**src/rtl/lcd_timing_pkg.sv**
```systemverilog
// Shared timing constants, coordinate width and FSM encoding for the 1366x768 LVDS raster generator.
package lcd_timing_pkg;

  localparam int COORD_W   = 11;
  localparam int COORD_MAX = (1 << COORD_W) - 1;

  localparam int H_ACTIVE = 1366;
  localparam int H_FP     = 14;
  localparam int H_SYNC   = 56;
  localparam int H_BP     = 104;
  localparam int H_TOTAL  = H_ACTIVE + H_FP + H_SYNC + H_BP;

  localparam int V_ACTIVE = 768;
  localparam int V_FP     = 3;
  localparam int V_SYNC   = 5;
  localparam int V_BP     = 4;
  localparam int V_TOTAL  = V_ACTIVE + V_FP + V_SYNC + V_BP;

  localparam bit SYNC_POL = 1'b0;

  typedef enum logic [1:0] {
    IDLE  = 2'd0,
    RUN   = 2'd1,
    DRAIN = 2'd2
  } state_t;

  // Every coordinate, including the last one of a line or frame, must be representable.
  function automatic bit fits_coord(input int total);
    return (total >= 1) && (total <= COORD_MAX);
  endfunction

endpackage

```
**src/rtl/lcd_timing_if.sv**
```systemverilog
// Run request plus registered raster outputs of the timing generator, grouped for the pixel pipeline.
interface lcd_timing_if;
  import lcd_timing_pkg::*;

  logic               en;
  logic               busy;
  logic               hsync;
  logic               vsync;
  logic               data_en;
  logic [COORD_W-1:0] pos_x;
  logic [COORD_W-1:0] pos_y;
  logic [COORD_W-1:0] nxt_x;
  logic [COORD_W-1:0] nxt_y;
  logic               nxt_de;
  logic               line_start;
  logic               frame_start;

  modport master (
    input  en,
    output busy, hsync, vsync, data_en,
    output pos_x, pos_y, nxt_x, nxt_y, nxt_de,
    output line_start, frame_start
  );

  modport slave (
    output en,
    input  busy, hsync, vsync, data_en,
    input  pos_x, pos_y, nxt_x, nxt_y, nxt_de,
    input  line_start, frame_start
  );

endinterface

```
**src/rtl/lcd_sync_decode.sv**
```systemverilog
// Combinational raster decode: one (x,y) coordinate pair to data-enable and sync levels.
module lcd_sync_decode
  import lcd_timing_pkg::*;
#(
  parameter int CFG_H_ACTIVE = H_ACTIVE,
  parameter int CFG_H_FP     = H_FP,
  parameter int CFG_H_SYNC   = H_SYNC,
  parameter int CFG_V_ACTIVE = V_ACTIVE,
  parameter int CFG_V_FP     = V_FP,
  parameter int CFG_V_SYNC   = V_SYNC,
  parameter bit CFG_SYNC_POL = SYNC_POL
) (
  input  logic [COORD_W-1:0] x,
  input  logic [COORD_W-1:0] y,
  output logic               de,
  output logic               hs,
  output logic               vs
);

  localparam logic [COORD_W-1:0] X_ACT_END = COORD_W'(CFG_H_ACTIVE);
  localparam logic [COORD_W-1:0] HS_START  = COORD_W'(CFG_H_ACTIVE + CFG_H_FP);
  localparam logic [COORD_W-1:0] HS_END    = COORD_W'(CFG_H_ACTIVE + CFG_H_FP + CFG_H_SYNC);
  localparam logic [COORD_W-1:0] Y_ACT_END = COORD_W'(CFG_V_ACTIVE);
  localparam logic [COORD_W-1:0] VS_START  = COORD_W'(CFG_V_ACTIVE + CFG_V_FP);
  localparam logic [COORD_W-1:0] VS_END    = COORD_W'(CFG_V_ACTIVE + CFG_V_FP + CFG_V_SYNC);

  // The vertical window depends on y only, so vsync edges line up with the start of a line.
  always_comb begin
    de = (x < X_ACT_END) && (y < Y_ACT_END);
    hs = ((x >= HS_START) && (x < HS_END)) ? CFG_SYNC_POL : ~CFG_SYNC_POL;
    vs = ((y >= VS_START) && (y < VS_END)) ? CFG_SYNC_POL : ~CFG_SYNC_POL;
  end

endmodule

```
**src/rtl/lcd_timing_gen.sv**
```systemverilog
// Raster timing generator: FSM and look-ahead counters, with pos-side outputs one cycle behind nxt_*.
module lcd_timing_gen
  import lcd_timing_pkg::*;
#(
  parameter int CFG_H_ACTIVE = H_ACTIVE,
  parameter int CFG_H_FP     = H_FP,
  parameter int CFG_H_SYNC   = H_SYNC,
  parameter int CFG_H_BP     = H_BP,
  parameter int CFG_V_ACTIVE = V_ACTIVE,
  parameter int CFG_V_FP     = V_FP,
  parameter int CFG_V_SYNC   = V_SYNC,
  parameter int CFG_V_BP     = V_BP,
  parameter bit CFG_SYNC_POL = SYNC_POL
) (
  input  logic          clk,
  input  logic          rst_n,
  lcd_timing_if.master  tim
);

  localparam int H_TOT = CFG_H_ACTIVE + CFG_H_FP + CFG_H_SYNC + CFG_H_BP;
  localparam int V_TOT = CFG_V_ACTIVE + CFG_V_FP + CFG_V_SYNC + CFG_V_BP;
  localparam logic [COORD_W-1:0] H_LAST = COORD_W'(H_TOT - 1);
  localparam logic [COORD_W-1:0] V_LAST = COORD_W'(V_TOT - 1);

  if (!fits_coord(H_TOT) || !fits_coord(V_TOT)) begin : g_param_check
    $error("lcd_timing_gen: timing totals must lie in 1..%0d", COORD_MAX);
  end

  state_t             state, state_nx;
  logic [COORD_W-1:0] la_x, la_y, la_x_nx, la_y_nx;
  logic               la_active, la_at_end;
  logic               la_de_q;
  logic               cur_de, cur_hs, cur_vs;
  logic               nx_de, nx_hs, nx_vs;
  logic               unused_nx_sync;

  logic [COORD_W-1:0] pos_x_q, pos_y_q;
  logic               busy_q, data_en_q, hsync_q, vsync_q;
  logic               line_start_q, frame_start_q;

  // The FSM and counters track the coordinate presented one cycle later; en is acted on there.
  assign la_active = (state != IDLE);
  assign la_at_end = (la_x == H_LAST) && (la_y == V_LAST);

  always_comb begin
    state_nx = state;
    la_x_nx  = la_x;
    la_y_nx  = la_y;
    case (state)
      IDLE: begin
        la_x_nx = '0;
        la_y_nx = '0;
        if (tim.en) state_nx = RUN;
      end
      RUN, DRAIN: begin
        if (la_at_end) begin
          la_x_nx  = '0;
          la_y_nx  = '0;
          state_nx = tim.en ? RUN : IDLE;
        end else begin
          state_nx = tim.en ? RUN : DRAIN;
          if (la_x == H_LAST) begin
            la_x_nx = '0;
            la_y_nx = la_y + COORD_W'(1);
          end else begin
            la_x_nx = la_x + COORD_W'(1);
          end
        end
      end
      default: begin
        state_nx = IDLE;
        la_x_nx  = '0;
        la_y_nx  = '0;
      end
    endcase
  end

  always_ff @(posedge clk or negedge rst_n) begin
    if (!rst_n) begin
      state   <= IDLE;
      la_x    <= '0;
      la_y    <= '0;
      la_de_q <= 1'b0;
    end else begin
      state   <= state_nx;
      la_x    <= la_x_nx;
      la_y    <= la_y_nx;
      la_de_q <= (state_nx != IDLE) && nx_de;
    end
  end

  lcd_sync_decode #(
    .CFG_H_ACTIVE(CFG_H_ACTIVE), .CFG_H_FP(CFG_H_FP), .CFG_H_SYNC(CFG_H_SYNC),
    .CFG_V_ACTIVE(CFG_V_ACTIVE), .CFG_V_FP(CFG_V_FP), .CFG_V_SYNC(CFG_V_SYNC),
    .CFG_SYNC_POL(CFG_SYNC_POL)
  ) u_decode_next (
    .x (la_x_nx),
    .y (la_y_nx),
    .de(nx_de),
    .hs(nx_hs),
    .vs(nx_vs)
  );

  lcd_sync_decode #(
    .CFG_H_ACTIVE(CFG_H_ACTIVE), .CFG_H_FP(CFG_H_FP), .CFG_H_SYNC(CFG_H_SYNC),
    .CFG_V_ACTIVE(CFG_V_ACTIVE), .CFG_V_FP(CFG_V_FP), .CFG_V_SYNC(CFG_V_SYNC),
    .CFG_SYNC_POL(CFG_SYNC_POL)
  ) u_decode_cur (
    .x (la_x),
    .y (la_y),
    .de(cur_de),
    .hs(cur_hs),
    .vs(cur_vs)
  );

  assign unused_nx_sync = ^{nx_hs, nx_vs};

  // Pos-side outputs take the look-ahead coordinate and its decode, forced inactive outside a frame.
  always_ff @(posedge clk or negedge rst_n) begin
    if (!rst_n) begin
      pos_x_q       <= '0;
      pos_y_q       <= '0;
      busy_q        <= 1'b0;
      data_en_q     <= 1'b0;
      hsync_q       <= ~CFG_SYNC_POL;
      vsync_q       <= ~CFG_SYNC_POL;
      line_start_q  <= 1'b0;
      frame_start_q <= 1'b0;
    end else begin
      pos_x_q       <= la_x;
      pos_y_q       <= la_y;
      busy_q        <= la_active;
      data_en_q     <= la_active && cur_de;
      hsync_q       <= la_active ? cur_hs : ~CFG_SYNC_POL;
      vsync_q       <= la_active ? cur_vs : ~CFG_SYNC_POL;
      line_start_q  <= la_active && (la_x == '0);
      frame_start_q <= la_active && (la_x == '0) && (la_y == '0);
    end
  end

  assign tim.busy        = busy_q;
  assign tim.hsync       = hsync_q;
  assign tim.vsync       = vsync_q;
  assign tim.data_en     = data_en_q;
  assign tim.pos_x       = pos_x_q;
  assign tim.pos_y       = pos_y_q;
  assign tim.nxt_x       = la_x;
  assign tim.nxt_y       = la_y;
  assign tim.nxt_de      = la_de_q;
  assign tim.line_start  = line_start_q;
  assign tim.frame_start = frame_start_q;

endmodule

```
**src/flat_wrapper.sv**
```systemverilog
// flat-port wrapper written by rule: the top's interface ports become plain ports
module lcd_timing_gen_flat import lcd_timing_pkg::*;
#(
  parameter int CFG_H_ACTIVE = H_ACTIVE,
  parameter int CFG_H_FP     = H_FP,
  parameter int CFG_H_SYNC   = H_SYNC,
  parameter int CFG_H_BP     = H_BP,
  parameter int CFG_V_ACTIVE = V_ACTIVE,
  parameter int CFG_V_FP     = V_FP,
  parameter int CFG_V_SYNC   = V_SYNC,
  parameter int CFG_V_BP     = V_BP,
  parameter bit CFG_SYNC_POL = SYNC_POL
)
  (clk, rst_n, tim_en, tim_busy, tim_hsync, tim_vsync, tim_data_en, tim_pos_x, tim_pos_y, tim_nxt_x, tim_nxt_y, tim_nxt_de, tim_line_start, tim_frame_start);
  lcd_timing_if tim_i ();
  input  logic clk;
  input  logic rst_n;
  input wire logic [$bits(tim_i.en)-1:0] tim_en;
  output wire logic [$bits(tim_i.busy)-1:0] tim_busy;
  output wire logic [$bits(tim_i.hsync)-1:0] tim_hsync;
  output wire logic [$bits(tim_i.vsync)-1:0] tim_vsync;
  output wire logic [$bits(tim_i.data_en)-1:0] tim_data_en;
  output wire logic [$bits(tim_i.pos_x)-1:0] tim_pos_x;
  output wire logic [$bits(tim_i.pos_y)-1:0] tim_pos_y;
  output wire logic [$bits(tim_i.nxt_x)-1:0] tim_nxt_x;
  output wire logic [$bits(tim_i.nxt_y)-1:0] tim_nxt_y;
  output wire logic [$bits(tim_i.nxt_de)-1:0] tim_nxt_de;
  output wire logic [$bits(tim_i.line_start)-1:0] tim_line_start;
  output wire logic [$bits(tim_i.frame_start)-1:0] tim_frame_start;
  assign tim_i.en = tim_en;
  assign tim_busy = tim_i.busy;
  assign tim_hsync = tim_i.hsync;
  assign tim_vsync = tim_i.vsync;
  assign tim_data_en = tim_i.data_en;
  assign tim_pos_x = tim_i.pos_x;
  assign tim_pos_y = tim_i.pos_y;
  assign tim_nxt_x = tim_i.nxt_x;
  assign tim_nxt_y = tim_i.nxt_y;
  assign tim_nxt_de = tim_i.nxt_de;
  assign tim_line_start = tim_i.line_start;
  assign tim_frame_start = tim_i.frame_start;
  lcd_timing_gen #(.CFG_H_ACTIVE(CFG_H_ACTIVE), .CFG_H_FP(CFG_H_FP), .CFG_H_SYNC(CFG_H_SYNC), .CFG_H_BP(CFG_H_BP), .CFG_V_ACTIVE(CFG_V_ACTIVE), .CFG_V_FP(CFG_V_FP), .CFG_V_SYNC(CFG_V_SYNC), .CFG_V_BP(CFG_V_BP), .CFG_SYNC_POL(CFG_SYNC_POL)) u_core (.clk(clk), .rst_n(rst_n), .tim(tim_i));
endmodule
```
**config.mk**
```make
export PLATFORM = sky130hd
export DESIGN_NAME = lcd_timing_gen_flat
export DESIGN_NICKNAME = d
export VERILOG_FILES = /design/src/rtl/lcd_timing_pkg.sv /design/src/rtl/lcd_timing_if.sv /design/src/rtl/lcd_sync_decode.sv /design/src/rtl/lcd_timing_gen.sv /design/src/flat_wrapper.sv
export SDC_FILE = /design/constraint.sdc
export NUM_CORES = 1
export LEC_CHECK = 0
export CAP_MARGIN = 20
export CORE_UTILIZATION = 60
export DETAILED_ROUTE_END_ITERATION = 7
export DONT_BUFFER_PORTS = 1
export MAX_ROUTING_LAYER = met4
export PLACE_DENSITY_LB_ADDON = 0.1
export SLEW_MARGIN = 10
export SYNTH_ARGS = -nofsm -noshare
export SYNTH_HDL_FRONTEND = slang
export SYNTH_SLANG_ARGS = --single-unit
```
**constraint.sdc**
```tcl
create_clock -name clk -period 6.86 [get_ports clk]
set_clock_uncertainty 0.15 [all_clocks]
set_input_delay 2.058 -clock clk [delete_from_list [all_inputs] [get_ports clk]]
set_output_delay 2.058 -clock clk [all_outputs]
set_load 0.01 [all_outputs]
```
# Word-level counts from Yosys, hierarchy flattened
# Index checks and enable logic that the tools add are counted.
# op_classes
add_sub_neg	2
order_cmp	8
eq_ne	4
n_mux	15
reduce_logical	15
# ops
op	count
$mux 11	6
$lt 11x10->1 const B	3
$lt 11x11->1 const B	3
$add 11x1->11 const B	2
$logic_not 11->1	2
$eq 11x10->1 const B	1
$eq 11x11->1 const B	1
$ge 11x10->1 const B	1
$ge 11x11->1 const B	1
$logic_and 1x1->1	9
$mux 2	3
$mux 1	5
$pmux 2 s2	1
$reduce_bool 2->1	2
$eq 2x1->1 const B	1
$eq 2x2->1 const B	1
$logic_not 2->1	1
$reduce_or 2->1	1
# word_totals
ff_bits	53
inputBits	3
out_inout_bits	51

# Longest topological paths before layout
# Gate-level depths: netlist (run 1).
# depth
ltp_word	7
ltp_mapped	10
mapped_depth_nobuf	8

# Cells and area by module
# Synthesis (run 1) repeated with hierarchy kept, for this count alone.
# unflattened
cells_unflattened	210
hier_area_um2	2313.5
# by_module_without_submodules
module	instances	cells_each	area_each_um2	seq_area_each_um2
lcd_timing_gen	1	176	2080.7	1328.8
lcd_sync_decode	2	17	116.4	0.0

# Worst setup path before layout (run 1)
# Ideal clock, no wire load.
# synth_path
kind	in2reg
startpoint	input tim_en
endpoint	register u_core.la_de_q, in the netlist u_core.tim.nxt_de
arrival_ns	2.608
path_slack_ns	4.015
cell_stages	3
cell_sequence	a211oi_1 o32ai_1 a211oi_2
# synth_via
elab_chain_cells	5
elab_cells_between_ends	7
classes_between	5 x mux; 2 x reduce/logical
# synth_rtl
item	line_no	text
from (decl)	flat_wrapper.sv:18	input wire logic [$bits(tim_i.en)-1:0] tim_en;
$mux 2 or $mux 1 (tied branches)	lcd_timing_gen.sv:61, lcd_timing_gen.sv:59	
$mux 2	lcd_timing_gen.sv:56	if (la_at_end) begin
$pmux 2 s2 (*)	lcd_timing_gen.sv:49	case (state)
$reduce_bool 2->1 (*)	lcd_timing_gen.sv:88	la_de_q <= (state_nx != IDLE) && nx_de;
$logic_and 1x1->1 (*)	lcd_timing_gen.sv:88	
to (signal assigned)	lcd_timing_gen.sv:88	
to (decl)	lcd_timing_gen.sv:32	logic la_de_q;
# Every way passes the cells marked *; elsewhere a longest branch is shown, timed or not.

# Final worst setup path (run 1)
# layout_path
startpoint	register u_core.la_y[2], in the netlist u_core.tim.nxt_y[2]
endpoint	output tim_nxt_y[2]
# layout_lines
item	line_no	text
from (decl)	lcd_timing_gen.sv:30	logic [COORD_W-1:0] la_x, la_y, la_x_nx, la_y_nx;
from (signal assigned)	lcd_timing_gen.sv:87	la_y <= la_y_nx;
to (decl)	flat_wrapper.sv:26	output wire logic [$bits(tim_i.nxt_y)-1:0] tim_nxt_y;
# No word-level cell between the ends.

==> out/summary.md, run 1 <==
The flow ran to the end, and the final reports show no timing, DRC or antenna violations. The total overflow left after global routing is 0. The netlist uses 43 different library cells.

The sequential fraction of the synthesis area came out at 0.592. Subtracting the final worst setup slack from the clock period gives 3.11 ns. The post-route fraction of the period consumed by the critical path is 0.453, and the deepest clock path buffer count is 2. The tools report the DRC marker count from the first detailed-route iteration as 114. Counting flops and latches in the post-synthesis netlist gives 53. Summing all non-filler instances in the final layout gives an area of 2380 um2. For the power spent charging and discharging nets, the log shows 0.233 mW. In this run the tool buffered the top-level ports with 0 buffer cells.

In the final timing run, aggregate negative setup slack is 0 ns. TritonCTS built the clock tree. The die is 63.2 um wide. The region available for standard cell placement spans 3470 um2.

The logs give 0 for the final count of hold timing violations and 0 for the number of remaining DRC errors. Simple logic cell fraction of the synthesized area: 0.175. The routed design has 4140 um of wire. The final core area utilization is 0.686.

Routability-driven placement finished with a final weighted congestion of 0.929. Entering global routing, the biggest net connects 54 pins. The first global-routing pass estimated 7090 um of wire. The logic gate share of total power was 0.206; the count of standard-cell rows was 21.

The worst-case IR drop observed on VDD is 0.000174 V. The number of nets in the synthesized netlist was 212. The tree is rooted in a clkbuf_8. Clock-pin slew was measured on the worst setup and hold paths at 0.08 ns.

The worst setup path is of the reg -> out kind. Overall power consumption after layout is estimated at 0.754 mW. Once placement finished, the instance area stood at 2260 um2. The fraction of layout instances using a drive strength above 1 was 0.0788.

The share of cell area taken by muxes after synthesis is 0, and the antenna violation net count after detailed routing is 0. The run gives 0.568 as the remaining max-slew budget at the tightest pin. The Yosys step of the flow raised 0 warnings. The post-synthesis xor/xnor area fraction came out at 0.0468. For the worst-skew pair, the clock arrives at the later sink with an insertion delay of 0.30 ns. Relative to the synthesized area, the layout overhead comes to 5.91%.

The via count of the first global-routing pass was 1,411. The overall track demand over capacity in global routing is 0.238, and the number of nets at the end of the flow is 211. The diode insertion count for antenna repair was 0; the half-perimeter wire length after placement was 2860 um. Setup repair after global routing left no endpoint under its margin. Number of antenna violations at the first check in global routing: 0. The tools report the proportion of power drawn by the clock network as 0.280. Total power per unit cell area: 317 nW/um2. The number of filler cells placed in the layout is 273, and the initial standard-cell utilization of the core is 0.648. Dividing the detail-routed via count by the number of cells gives 6.16. The number of post-CTS setup repair buffers was 0; the cell internal power dissipation was 0.521 mW.

The clock drives 53 sinks. The routed layout has 1,534 vias. In the final routed layout, each cell accounts on average for 16.6 um.

At the worst endpoint, the required time is 4.65 ns. For this run, the detailed router's first-pass iteration total came to 5. Data on the critical path arrives at its endpoint at 0.90 ns. Once the clock tree was built, the resizer swapped 0 gates to a different size. In the synthesized netlist, the number of instances is 203. The die covers 3990 um2. At the pin with the least slew margin, the transition time is 0.641 ns.

Share of synthesized cell area in full adder, half adder and majority cells: 0.0334. The nature of the critical path endpoint is an output pin. Clock tree synthesis inserted a total of 5 buffers. The post-synth design cell area is 2250 um2.

The switching share of power was 0.309. Measured along the y axis, the die boundary spans 63.2 um. Path class of the lowest-slack min-delay path: reg -> reg. STA classifies the critical path startpoint as a register. In this run the number of H-tree levels came out at 2. The biggest fanout along the worst timing path works out to 12. Setup violations remaining at the end of the flow were counted as 0. Max-cap violations in this run came to 0. The number of I/O pins is 54. The number of buffers added to fix hold violations after cts came out at 0.

By area, the combinational part of the netlist is dominated by simple AND/OR/NAND/NOR gates. For this design the static power due to leakage is 1.10 nW. The share of the synthesized area in compound gates (AO/OA/AOI/OAI) was 0.113; the sequential power share was 0.514. The mean post-synth cell area works out to 11.1 um2. The total count of max-transition violations in the final report came out at 0. Timing would allow up to 322 MHz.
==> stage by stage <==
step                      worst slack, ns  cells  hold slack [ns]
after floorplan                      4.02    203            0.283
after global placement               3.97    241            0.347
after detailed placement             3.88    241            0.355
after CTS                            3.76    249            0.385
after global routing                 3.70    249            0.405
final                                3.75    249            0.370
==> Yosys cell counts <==
| master | count | area share |
|---|---|---|
| o32ai_1 | 2 | 0.0078 |
| xor2_1 | 8 | 0.031 |
| dfstp_2 | 2 | 0.023 |
| inv_1 | 11 | 0.018 |
| or4_4 | 2 | 0.010 |
| a222oi_1 | 1 | 0.0045 |
| nor4_1 | 2 | 0.0056 |
| ha_1 | 6 | 0.033 |
| a31oi_1 | 1 | 0.0028 |
| a211oi_1 | 1 | 0.0033 |
| nor4bb_1 | 1 | 0.0045 |
| o21ai_0 | 13 | 0.029 |
| buf_4 | 1 | 0.0033 |
| or3_1 | 2 | 0.0056 |
| a21boi_0 | 1 | 0.0033 |
| a21o_2 | 1 | 0.0039 |
| and3_1 | 6 | 0.017 |
| and4_2 | 1 | 0.0045 |
| nor4b_1 | 1 | 0.0039 |
| nand3b_1 | 1 | 0.0033 |
| xnor2_1 | 4 | 0.016 |
| buf_2 | 1 | 0.0022 |
| o31ai_1 | 3 | 0.010 |
| nand3_1 | 10 | 0.022 |
| nor3_1 | 2 | 0.0045 |
| nand4b_1 | 1 | 0.0039 |
| a21o_1 | 2 | 0.0067 |
| clkbuf_1 | 6 | 0.010 |
| nor2b_1 | 3 | 0.0084 |
| and4_1 | 1 | 0.0039 |
| and2_1 | 1 | 0.0028 |
| nand4_1 | 5 | 0.014 |
| nor2_1 | 22 | 0.037 |
| a21oi_1 | 6 | 0.013 |
| o22ai_1 | 2 | 0.0056 |
| o311ai_0 | 1 | 0.0039 |
| o21a_1 | 1 | 0.0033 |
| nor3b_1 | 1 | 0.0033 |
| a211oi_2 | 1 | 0.0056 |
| nand2_1 | 13 | 0.022 |
| dfrtp_1 | 51 | 0.57 |
| clkbuf_8 | 1 | 0.0061 |
| o31ai_4 | 1 | 0.0095 |
==> final timing paths <==
path                                                  from                             to  slack [ns]  cells past startpoint
max                        u_core.tim.nxt_y[2]$_DFFE_PN0P_                   tim_nxt_y[2]        3.75                      0
min                        u_core.tim.nxt_y[1]$_DFFE_PN0P_  u_core.tim.pos_y[1]$_DFF_PN0_        0.37                      0
max reg2reg                u_core.tim.nxt_y[7]$_DFFE_PN0P_    u_core.tim.nxt_de$_DFF_PN0_        4.23                      6
min reg2reg                u_core.tim.nxt_y[1]$_DFFE_PN0P_  u_core.tim.pos_y[1]$_DFF_PN0_        0.37                      0
max in group asynchronous                            rst_n     u_core.tim.hsync$_DFF_PN1_        5.08                      0
min in group asynchronous                            rst_n      u_core.state[0]$_DFF_PN0_        1.29                      0
==> metal layers <==
metal	up-vias	part of all wire	GRT usage
li1	710	-	-
met1	752	0.45	0.343
met2	66	0.46	0.328
met3	6	0.074	0.0652
met4	0	0.015	0.0767
met5	-	0	-
==> power by group through the flow <==
stage | clock network [mW] | registers, mW | logic, mW
2_1_floorplan | 0 | 0.383 | 0.121
3_3_place_gp | 0 | 0.392 | 0.150
3_5_place_dp | 0 | 0.395 | 0.155
4_1_cts | 0.217 | 0.389 | 0.157
5_1_grt | 0.228 | 0.392 | 0.174
6_report | 0.211 | 0.387 | 0.155
==> cell type report <==
type | count | area (um2) | share of cell area
Sequential cell | 53 | 1330 | 0.559
Tap cell | 46 | 57.6 | 0.0242
Clock inverter | 1 | 30.0 | 0.0126
Inverter | 11 | 41.3 | 0.0174
Multi-Input combinational cell | 130 | 827 | 0.348
Clock buffer | 7 | 86.3 | 0.0363
Timing Repair Buffer | 1 | 7.51 | 0.00316
==> cell families (layout without fill, tap and decap cells) <==
group | Yosys count | count (layout)
buffers and inverters | 20 | 20
xor gates and xnor gates | 12 | 12
and+or+nand+nor | 75 | 75
AOI/OAI and AO/OA | 37 | 37
DFF | 53 | 53
adders and majority gates | 6 | 6
==> registers in the layout, summed over array words and instances (netlist names) <==
name,flops
u_core.tim.pos_x,11
u_core.tim.pos_y,11
u_core.tim.data_en,1
u_core.tim.hsync,1
u_core.tim.frame_start,1
u_core.tim.nxt_de,1
u_core.tim.nxt_x,11
u_core.tim.vsync,1
u_core.state,2
u_core.tim.line_start,1
u_core.tim.nxt_y,11
u_core.tim.busy,1
==> placed cells by master (no fill, tap or decap), drive strengths merged <==
cell type / Yosys / layout
and4: 2 / 2
ha: 6 / 6
clkbuf: 7 / 7
nand4b: 1 / 1
o311ai: 1 / 1
a211oi: 2 / 2
a31oi: 1 / 1
nor3b: 1 / 1
or3: 2 / 2
or4: 2 / 2
bufinv: 0 / 1
nor3: 2 / 2
nand2: 13 / 13
nor2b: 3 / 3
and3: 6 / 6
nor2: 22 / 22
dfstp: 2 / 2
nand3: 10 / 10
xnor2: 4 / 4
a21boi: 1 / 1
xor2: 8 / 8
nor4bb: 1 / 1
o31ai: 4 / 4
nand4: 5 / 5
o21ai: 13 / 13
a21oi: 6 / 6
inv: 11 / 11
a21o: 3 / 3
nor4b: 1 / 1
nor4: 2 / 2
and2: 1 / 1
o32ai: 2 / 2
nand3b: 1 / 1
o21a: 1 / 1
dfrtp: 51 / 51
buf: 2 / 1
a222oi: 1 / 1
o22ai: 2 / 2
Note: power is estimated with default switching activity, not from simulation.
==> run 2: changes to the inputs <==
--- a/config.mk
+++ b/config.mk
@@ -6,7 +6,7 @@
 export NUM_CORES = 1
 export LEC_CHECK = 0
 export CAP_MARGIN = 20
-export CORE_UTILIZATION = 60
+export CORE_UTILIZATION = 56
 export DETAILED_ROUTE_END_ITERATION = 7
 export DONT_BUFFER_PORTS = 1
 export MAX_ROUTING_LAYER = met4
==> constraint.sdc (replaced) <==
create_clock -name clk -period 2.5 [get_ports clk]
set_clock_uncertainty 0.15 [all_clocks]
set_input_delay 0.75 -clock clk [delete_from_list [all_inputs] [get_ports clk]]
set_output_delay 0.75 -clock clk [all_outputs]
set_load 0.01 [all_outputs]
==> run 2 against run 1 <==
Routed wire length is 16% higher. Via count is 4.9% higher. Largest power group unchanged. Critical endpoint is now u_core.tim.nxt_de$_DFF_PN0_. Worst hold slack worse by 0.25 ns.
==> out/summary.md, run 2 (same netlist as run 1, synthesis figures left out) <==
The logs give 0.941 (+1.3%) for the weighted congestion at the end of routability-driven global placement and 3740 um2 (+7.9%) for the standard cell core area. The via density per instance is 5.85 (-5.0%). The worst setup path is launched from a register. The number of max-cap violations was 0 (unchanged). The logs give 264 (+9.5%) for the total placed cells including tap cells and 0 (unchanged) for the antenna violation net count after detailed routing. The number of clock sinks came out at 53 (unchanged).

The nature of the critical path endpoint is a register. The vertical extent of the die is 65.3 um (+3.4%), and the number of remaining DRC errors is 0 (unchanged). The horizontal die dimension works out to 65.3 um (+3.4%). The clock transition at the registers of the reported paths works out to 0.10 ns (+0.02 ns).

The library cells used most frequently in the layout, excluding fill and tap cells, are dfrtp_1 (51), buf_4 (24), nor2_1 (22). The actual slew at the worst max-slew pin is 0.487 ns (-0.154 ns). For the remaining max-slew budget at the tightest pin, the log shows 0.672 (+0.104). The number of endpoints failing setup at the final stage was 0 (unchanged); the synthesis-to-layout area growth was 15.1%. The post-route fraction of the period consumed by the critical path came out at 0.943. The worst endpoint data arrival time is 2.43 ns (+1.53 ns).

The first-pass GRT wire length came out at 7670 um (+8.2%). The path class of the tightest hold or removal check is in -> async. The length of the first detailed-routing pass in iterations is 4 (-1). The final critical delay including setup and external delays was 2.36 ns. The count of standard-cell rows was 22 (+4.8%); the number of filler cells placed in the layout was 303 (+11%). The run gives 0.254 (+0.0161) as the overall track demand over capacity in global routing. The number of buffer cells added on primary ports was 0 (unchanged); the final count of hold timing violations was 0 (unchanged). The critical path is of the reg -> reg type. Global route total overflow: 0 (unchanged).

For the H-tree level count, the log shows 2 (unchanged). The via count of the first global-routing pass is 1,542 (+9.3%), and the via count is 1,609 (+4.9%). The tools report the required time of the critical path as 2.57 ns (-2.08 ns). The fraction of layout instances using a drive strength above 1 is 0.185 (+0.106). Setup repair after global routing left no endpoint under its margin. The initial standard-cell utilization of the core is 0.600 (-0.0476). The final instance count without filler cells came out at 275 (+10%).

The storage element area is 1330 um2 (unchanged), and the diode insertion count for antenna repair is 0 (unchanged). TritonCTS built the clock tree. The run finished with clean final reports.

Total count of max-transition violations in the final report: 0 (unchanged). Routed wire length per instance: 17.5 um (+5.5%). For the worst-skew pair later-pin latency, the log shows 0.31 ns (about the same). The maximum vdd ir drop is 0.000532 V (+210%), and the number of antenna violations at the first check in global routing is 0 (unchanged).

The number of nets at the end of the flow came out at 235 (+11%). The wire length after detailed routing is 4820 um (+16%), and the total power per unit cell area is 856 nW/um2 (+170%). The tools report the number of buffers inserted during clock tree synthesis as 5 (unchanged).

The tools report the total negative slack for setup checks as 0 ns (unchanged). The most common cell after layout, fill and taps aside was dfrtp_1. The maximum number of pins on one net before global-route repair came out at 52 (-3.7%). The number of I/O pins was 54 (unchanged).

The tools report the deepest clock path buffer count as 2 (unchanged). The logs give 165 (+45%) for the DRC marker count from the first detailed-route iteration and 4270 um2 (+6.9%) for the area of the die. The root buffer selected by CTS is clkbuf_8.

Leakage dissipation: 1.23 nW (+12%). Biggest fanout along the worst timing path: 4 (-8). The footprint of the multi-input gates was 832 um2 (+0.61%).

The maximum operating frequency was 424 MHz; the half-perimeter wire length after placement was 3310 um (+16%).
-- run 2: worst max-delay path, stage by stage, from the launching register on --
cell      delay, ns
dfrtp_1        0.40
or4_4          0.54
or4_4          0.47
o31ai_4        0.26
buf_4          0.16
o32ai_1        0.10
a211oi_2       0.21
-- run 2: where the power goes --
group	leakage, nW	internal (mW)	total, mW	switching (mW)
sequential	0.716	0.947	1.03	0.0840
clock	0.0543	0.300	0.582	0.282
combinational	0.459	0.241	0.599	0.358
-- run 2: layout make-up --
cell class | instances | area share
inverters | 11 | 0.0160
clock buffers | 5 | 0.0266
clock inverters | 3 | 0.0179
multi-input cells | 130 | 0.322
well taps | 48 | 0.0232
flip-flops and latches | 53 | 0.514
repair buffers | 25 | 0.0803
-- run 2: final timing paths --
path	from	end	slack (ns)	cells past startpoint
worst max-delay path	u_core.tim.nxt_y[5]$_DFFE_PN0P_	u_core.tim.nxt_de$_DFF_PN0_	0.14	6
worst min-delay path	rst_n	u_core.tim.vsync$_DFF_PN1_	0.11	0
worst max register to register	u_core.tim.nxt_y[5]$_DFFE_PN0P_	u_core.tim.nxt_de$_DFF_PN0_	0.14	6
worst min register to register	u_core.tim.nxt_y[7]$_DFFE_PN0P_	u_core.tim.pos_y[7]$_DFF_PN0_	0.39	1
max in group asynchronous	rst_n	u_core.tim.nxt_y[0]$_DFFE_PN0P_	1.85	1
min in group clk	tim_en	u_core.state[1]$_DFF_PN0_	0.36	1
-- run 2: per-layer routing --
metal | vias up | part of all wire | global-route usage | wire length (um)
met2 | 57 | 0.48 | 0.375 | 2320
met3 | 5 | 0.060 | 0.0729 | 288
met4 | 0 | 0.012 | 0.0734 | 57
met5 | - | 0 | - | 0
li1 | 757 | - | - | -
met1 | 790 | 0.45 | 0.344 | 2160
-- run 2: through the flow --
stage,power (mW),instance area [um2],util,hold WS [ns],setup WS (ns)
finish,2.21,2580,0.691,0.115,0.143
global route,2.32,2580,0.691,0.0956,0.0779
CTS,2.17,2560,0.685,0.108,0.0400
detailed placement,1.57,2420,0.647,0.305,0.0604
global placement,1.54,2420,0.647,0.305,0.153
floorplan,1.38,2250,-,0.283,0.117
-- run 2: timing repair --
action	4_1_cts	5_1_grt
gates resized for setup	0	1
hold buffers	1	0
endpoints found under the hold margin	51	0
setup buffers	0	2
endpoints found under the setup margin	0	4
